[src/rtl/ascon_init_controller.sv]
// ASCON initialization sequencer: builds S0, runs NB_ROUNDS_A external rounds, applies the closing key XOR.
// Optional ASCON_KEYLEN_CHECK_EN: k=0 or k>KEY_MAX skips the rounds and reports a zero state.
module ascon_init_controller #(
  parameter int NB_ROUNDS_A = 12,
  parameter int KEY_MAX     = 160
) (
  input  logic         clk_i,
  input  logic         rst_i,
  input  logic         start_i,
  output logic         ready_o,
  input  logic [7:0]   key_lenght_k_i,
  input  logic [191:0] initialisation_vector_i,
  input  logic [159:0] key_i,
  input  logic [127:0] nonce_i,
  output logic         perm_en_o,
  output logic [3:0]   perm_round_o,
  output logic [319:0] perm_state_o,
  input  logic [319:0] perm_state_i,
  output logic [319:0] state_o,
  output logic         done_o,
  output logic         busy_o
);

  typedef enum logic [1:0] {IDLE, ROUND, FINAL, DONE} state_t;

  localparam logic [3:0] FIRST_RND = 4'(12 - NB_ROUNDS_A);
  localparam logic [3:0] LAST_CNT  = 4'(NB_ROUNDS_A - 1);

  if (NB_ROUNDS_A < 1 || NB_ROUNDS_A > 12 || KEY_MAX < 1 || KEY_MAX > 160) begin : g_param_check
    $error("ascon_init_controller: NB_ROUNDS_A or KEY_MAX out of range");
  end

  state_t       r_fsm;
  logic [319:0] r_state;
  logic [159:0] r_key_m;
  logic [3:0]   r_cnt;
  logic         r_ready;
  logic         r_busy;
  logic         r_done;
  logic         r_perm_en;
  logic [3:0]   r_perm_round;

  logic [191:0] w_ones;
  logic [191:0] w_iv_keep;
  logic [191:0] w_iv_org;
  logic [191:0] w_key_m;
  logic [319:0] w_s0;
  logic         w_k_bad;

  // IV bits that would be shifted past bit 191 are cleared before the shift.
  assign w_ones    = '1;
  assign w_iv_keep = (key_lenght_k_i >= 8'd192) ? '0 : ~(w_ones << (8'd192 - key_lenght_k_i));
  assign w_iv_org  = (initialisation_vector_i & w_iv_keep) << key_lenght_k_i;
  assign w_key_m   = {32'd0, key_i} & ~(w_ones << key_lenght_k_i);
  assign w_s0      = {w_iv_org | w_key_m, nonce_i};

`ifdef ASCON_KEYLEN_CHECK_EN
  assign w_k_bad = (key_lenght_k_i == 8'd0) || (32'(key_lenght_k_i) > 32'(KEY_MAX));
`else
  assign w_k_bad = 1'b0;
`endif

  always_ff @(posedge clk_i or posedge rst_i) begin
    if (rst_i) begin
      r_fsm        <= IDLE;
      r_state      <= '0;
      r_key_m      <= '0;
      r_cnt        <= '0;
      r_ready      <= 1'b1;
      r_busy       <= 1'b0;
      r_done       <= 1'b0;
      r_perm_en    <= 1'b0;
      r_perm_round <= '0;
    end else begin
      case (r_fsm)
        IDLE: begin
          if (start_i) begin
            r_ready <= 1'b0;
            r_busy  <= 1'b1;
            r_cnt   <= '0;
            r_key_m <= w_key_m[159:0];
            if (w_k_bad) begin
              r_state <= '0;
              r_done  <= 1'b1;
              r_fsm   <= DONE;
            end else begin
              r_state      <= w_s0;
              r_perm_en    <= 1'b1;
              r_perm_round <= FIRST_RND;
              r_fsm        <= ROUND;
            end
          end
        end
        ROUND: begin
          r_state <= perm_state_i;
          r_cnt   <= r_cnt + 4'd1;
          if (r_cnt == LAST_CNT) begin
            r_perm_en    <= 1'b0;
            r_perm_round <= '0;
            r_fsm        <= FINAL;
          end else begin
            r_perm_round <= r_perm_round + 4'd1;
          end
        end
        FINAL: begin
          r_state <= r_state ^ {160'd0, r_key_m};
          r_done  <= 1'b1;
          r_fsm   <= DONE;
        end
        DONE: begin
          r_done  <= 1'b0;
          r_ready <= 1'b1;
          r_busy  <= 1'b0;
          r_fsm   <= IDLE;
        end
        default: r_fsm <= IDLE;
      endcase
    end
  end

  assign ready_o      = r_ready;
  assign busy_o       = r_busy;
  assign done_o       = r_done;
  assign perm_en_o    = r_perm_en;
  assign perm_round_o = r_perm_round;
  assign perm_state_o = r_state;
  assign state_o      = r_state;

endmodule
[config.mk]
export PLATFORM = sky130hd
export DESIGN_NAME = ascon_init_controller
export DESIGN_NICKNAME = d
export VERILOG_FILES = /design/src/rtl/ascon_init_controller.sv
export SDC_FILE = /design/constraint.sdc
export NUM_CORES = 2
export LEC_CHECK = 0
export ABC_AREA = 1
export BUFFER_PORTS_ARGS = -buffer_cell sky130_fd_sc_hd__clkbuf_2
export CORE_AREA = 2 2 564 566
export DETAILED_ROUTE_END_ITERATION = 7
export DIE_AREA = 0 0 566 568
export GPL_ROUTABILITY_DRIVEN = 0
export PLACE_DENSITY = 0.43
export SLEW_MARGIN = 25
export SYNTH_ARGS = -nofsm -noshare
export SYNTH_HDL_FRONTEND = slang
export SYNTH_SLANG_ARGS = --single-unit
[constraint.sdc]
create_clock -name clk_i -period 19.1 [get_ports clk_i]
set_clock_uncertainty 0.05 [all_clocks]
set_input_delay 0 -clock clk_i [delete_from_list [all_inputs] [get_ports clk_i]]
set_output_delay 0 -clock clk_i [all_outputs]
set_load 0.01 [all_outputs]
# --- Word-level counts from Yosys, hierarchy flattened ---
# Index checks and enable logic that the tools add are counted.
word_totals:
  regBits: 494
  wordCells: 56
classes:
  muxes: 17
  n_bitwise: 6
  reduce_logical: 11
  order_cmp: 1
  eq_ne: 6
  shift: 3
  add_sub_neg: 3
ops:
  columns: ["op", "count"]
  rows:
  - ["$pmux W320 S3", 1]
  - ["$not A192 Y192", 2]
  - ["$shl A192 B8 Y192 const A", 2]
  - ["$mux W320", 1]
  - ["$xor A320 B160 Y320", 1]
  - ["$and A160 B192 Y192", 1]
  - ["$and A192 B192 Y192", 1]
  - ["$mux W192", 1]
  - ["$or A192 B192 Y192", 1]
  - ["$shl A192 B8 Y192", 1]
  - ["$pmux W4 S2", 2]
  - ["$reduce_and A2 Y1", 5]
  - ["$add A4 B1 Y4 const B", 2]
  - ["$ge A8 B8 Y1 const B", 1]
  - ["$mux W4", 2]
  - ["$pmux W1 S2", 4]
  - ["$pmux W2 S4", 1]
  - ["$sub A8 B8 Y8 const A", 1]
  - ["$reduce_bool A2 Y1", 3]
  - ["$eq A2 B2 Y1 const B", 2]
  - ["$eq A4 B4 Y1 const B", 1]
  - ["$mux W2", 2]
  - ["$ne A2 B2 Y1 const B", 2]
  - ["$mux W1", 3]
  - ["4 further kinds", 4]

# --- Logic depth before layout (Yosys ltp) ---
depth:
  word_depth: 9
  mapped_depth: 28
  ltp_nobuf: 25

# --- Worst setup path after synthesis ---
# No wires, ideal clock.
synth_path:
  kind: "input to register"
  start: "in key_lenght_k_i[1]"
  end: "reg r_state[159], in the netlist perm_state_o[159]"
  path_buffers: 3
  setup_time_ps: 138
  arrival_ps: 3257
  required_ps: 18912
  slack_ps: 15654
  cell_stages: 22
  path_cell_list: "buf_2 > inv_2 > clkbuf_1 > clkbuf_1 > ha_1 > inv_1 > ha_1 > inv_1 > nor2_1 > nand3_1 > nor2_1 > nand3_1 > nand3_1 > nand3_1 > nand3_1 > nand3_1 > nand3_1 > nand2_1 > nand2_1 > nand2_1 > a22oi_1 > a31oi_1"
synth_between:
  elab_chain_cells: 9
  word_cells_on_any_way: 13
  cone_classes: "add/sub: 1; order compare: 1; shift: 3; mux: 3; bitwise: 5"
synth_rtl:
  columns: ["element", "line", "text"]
  rows:
  - ["from (decl)", "11", "input logic [7:0] key_lenght_k_i,"]
  - ["$sub A8 B8 Y8", "52", "assign w_iv_keep = (key_lenght_k_i >= 8'd192) ? '0 : ~(w_ones << (8'd192 - key_lenght_k_i));"]
  - ["$shl A192 B8 Y192", "52", null]
  - ["$not A192 Y192", "52", null]
  - ["$mux W192", "52", null]
  - ["$and A192 B192 Y192", "53", "assign w_iv_org = (initialisation_vector_i & w_iv_keep) << key_lenght_k_i;"]
  - ["$shl A192 B8 Y192", "53", null]
  - ["$or A192 B192 Y192 *", "55", "assign w_s0 = {w_iv_org | w_key_m, nonce_i};"]
  - ["$mux W320 *", "77", "if (start_i) begin"]
  - ["$pmux W320 S3 *", "75", "case (r_fsm)"]
  - ["to (signal assigned)", "87", "r_state <= w_s0;"]
  - ["to (signal assigned)", "95", "r_state <= perm_state_i;"]
  - ["to (signal assigned)", "106", "r_state <= r_state ^ {160'd0, r_key_m};"]
  - ["to (decl)", "34", "logic [319:0] r_state;"]
# Mark *: on every way between the ends. The rest lies on a longest branch, timed or not. The select of a mux whose other input is x is not followed.
# A chain may end at the register's enable or synchronous reset.

# --- Worst setup path in the final report ---
layout_path:
  start: "in key_lenght_k_i[5]"
  end: "reg r_state[181], in the netlist perm_state_o[181]"
# The elaborated chain is that of the path after synthesis.

==> summary.md <==
| Metric | Value |
|---|---|
| Async set or reset register ratio after synthesis | `1.000` |
| IO Port Bufs | `1458` |
| Hold Path Origin | `perm_state_i[144]` |
| Setup Viol. Count Final | `0` |
| Hold Path Class | `in -> reg` |
| Sequential power share | `0.248` |
| GRT Util Overall | `0.3069` |
| Simple-Gate Fraction of Synth Area | `0.4411` |
| 1st-pass router iterations | `8` |
| Synth Area in Adders | `0.004407` |
| Final-report hold violation count | `0` |
| Via density | `5.093` |
| DRT iter0 DRCs | `10780` |
| Main combinational cell family by area after synthesis | `simple AND/OR/NAND/NOR gates` |
| Root buffer cell | `clkbuf_16` |
| Total wire length | `514.3 mm` |
| Crit path capture type | `register` |
| Vias | `68910` |
| CTS tree | `done` |
| Final Max Slew Viols | `0` |
| Xor/xnor cell area share of the yosys netlist | `0.0001928` |
| Cell Area, Placed | `0.05419 mm²` |
| Final instance area | `0.06735 mm²` |
| Logic pwr share | `0.612` |
| Critical path arrival | `6760 ps` |
| Core area | `0.3162 mm²` |
| # DRC | `13` |
| Pleak | `31.18 nW` |
| Family with the most delay on the worst path | `simple AND/OR/NAND/NOR gates` |
| CP bufs+invs | `4` |
| DP HPWL | `423.4 mm` |
| Switching portion of total power | `0.5687` |
| Die X | `566 µm` |
| Ys flop type | `dfrtp_1` |
| Failing checks | `design-rule violations` |
| Slowest library cell on the worst path | `nand2_2` |
| DP Worst Slack | `13000 ps` |
| PD cells | `159.7 mW/mm²` |
| Number of synthesized flops with an enable pin | `0` |
| Synth top area cells | `dfrtp_1, nand3_1, nand2_1` |
| Ports | `1459` |
| Synth cell count leaders | `nand3_1, nand2_1, nor2_1, a21oi_1, dfrtp_1` |
| CTS sink cnt | `494` |
| Max-cap viol count | `0` |
| Worst setup margin | `12940 ps` |
| Hold WS | `48.36 ps` |
| Worst path required time | `19710 ps` |
| Compound-Gate Fraction of Synth Area | `0.1570` |
| Layout cell share with drive strength beyond 1 | `0.1881` |
| Synth Net Count | `8227` |
| Syn avg cell area | `6.139 µm²` |
| Synth area leader | `dfrtp_1` |
| Crit-path max cell delay | `680 ps` |
| Total gr overflow | `0` |
| Tmin final | `6155 ps` |
| RSZ-0062 raised after global routing | `no` |
| Post-CTS Hold Buffers | `1034` |
| H-tree Lvls | `3` |
| First-pass GRT wire length | `655.0 mm` |
| Clock Latency Late Sink | `850 ps` |
| Yosys warning count | `0` |
| TritonCTS Buffers | `79` |
| P_sw | `6.119 mW` |
| Status | `finished, violations left` |
| Clk pin slew, worst setup/hold paths | `60 ps` |
| Internal Power | `4.641 mW` |
| Post-Syn Area | `0.04543 mm²` |
| Wire length per cell | `38.01 µm` |
| Setup TNS | `0 ps` |
| Chip Height | `568 µm` |
| Layout Nets | `10020` |
| Detail Route Antenna Nets | `0` |
| Most used cell, CP | `nand2_1` |
| Synth top area share | `0.2716` |
| Post-CTS Setup Bufs | `0` |
| Synth-to-Final Area Change | `48.26%` |
| WS Path Type | `in -> reg` |
| Peak VDD IR | `157.2 µV` |
| Post-synthesis register bit count | `494` |
| Post-synthesis sequential area ratio | `0.2721` |
| Starting Density | `0.1437` |
| Post_cts resized | `0` |
| Worst slew margin | `0.2388` |
| Cell count after synthesis | `7400` |
| Vias in the first global route | `64770` |
| R2R Path Start | `r_fsm[0]` |
| Final period util | `0.3223` |
| Post-synthesis cell type count | `41` |
| Die area | `0.3215 mm²` |
| Max Fanout on Critical Path | `42` |
| Largest net degree at the start of global routing | `176` |
| Number of core rows | `207` |
| Clock power share | `0.140` |
| Worst-Margin Slew | `1138 ps` |
| Crit start category | `primary input` |
| Initial antenna violation count | `207` |
| Max Clock Freq | `162.5 MHz` |
| Crit path from | `key_lenght_k_i[5]` |
| CP cell instances | `buf_4 -> clkinv_2 -> nand2_2 -> nor2_4 -> nand2_1 -> nand2_2 -> nor2_4 -> buf_4 -> nand3_1 -> nand3_1 -> nand3_1 -> nand3_1 -> nand2_1 -> nand2_1 -> nand2_1 -> nand2_1 -> nand2_1 -> nand3_1 -> o21ai_1 -> nand2_1 -> a21oi_1 -> dlygate4sd3_1` |
| Most numerous cell in the Yosys netlist | `nand3_1` |
| CTS Buffer Depth | `4` |
| Mux share of post-synthesis cell area | `0` |
power groups by stage:
stage               clock (mW)  sequential [mW]  combinational [mW]
global placement             0             2.65                5.62
CTS                       1.54             2.65                6.51
global route              1.57             2.72                6.93
finish                    1.51             2.67                6.58
detailed placement           0             2.66                5.61
floorplan                    0             2.15                2.93
final timing paths:
path | endpoint | slack, ps | cells past startpoint
min | perm_state_o[144] | 50 | 4
max | perm_state_o[181] | 12940 | 22
min in group asynchronous | perm_state_o[106] | 380 | 4
max in group asynchronous | perm_state_o[9] | 15620 | 7
max reg2reg | perm_state_o[178] | 13430 | 11
min reg2reg | ready_o | 450 | 2
logic make-up after synthesis:
group,after synthesis
xor+xnor,1
fa+ha+maj,16
compound gates,1283
simple gates,4456
buf+inv,1150
flops,494
registers in the layout (all words and copies together) (netlist names):
signal        cells
busy_o            1
done_o            1
perm_en_o         1
perm_round_o      4
perm_state_o    320
r_cnt             4
r_fsm             2
r_key_m         160
ready_o           1
metrics by stage:
step / total power [mW] / instances / util
after floorplan: 5.082 / 7400 / -
after global placement: 8.270 / 12250 / 0.1712
after detailed placement: 8.274 / 12250 / 0.1713
after CTS: 10.70 / 13420 / 0.2120
after global routing: 11.23 / 13470 / 0.2125
final: 10.76 / 13530 / 0.2130
cell type report:
class	instances	area, µm²
tap	4180	5230
antenna	109	272.8
inverter	264	1046
clock inverter	24	264.0
sequential	494	12360
multi-input combinational	5756	27460
timing repair buffer	2594	18470
clock buffer	109	2251
fill	36260	248900
tightest hold or removal path, stage by stage:
cell and delay, ps:
dlygate4sd3_1 550, clkbuf_2 110, a211oi_1 50, a21oi_1 130
cell usage in the layout (no fill, tap or decap), types with 80 or more instances in the layout:
cell	instances
diode_2	109
o21ai_0	276
a31oi_1	150
nor2_1	587
buf_4	105
nand4_1	202
nand2_1	1495
clkbuf_16	80
o22ai_1	129
nand3_1	2123
dfrtp_1	493
dlygate4sd3_1	1034
clkbuf_2	1451
o211ai_1	90
inv_1	241
a21oi_1	525
metal layers:
| metal | routed length (µm) | global-route usage | vias up |
|---|---|---|---|
| li1 | - | - | 29300 |
| met1 | 188800 | 0.3473 | 33120 |
| met2 | 224900 | 0.4818 | 5015 |
| met3 | 54370 | 0.1056 | 1376 |
| met4 | 45560 | 0.2187 | 100 |
| met5 | 671 | 0.0004462 | - |
(Power assumes the default switching activity.)
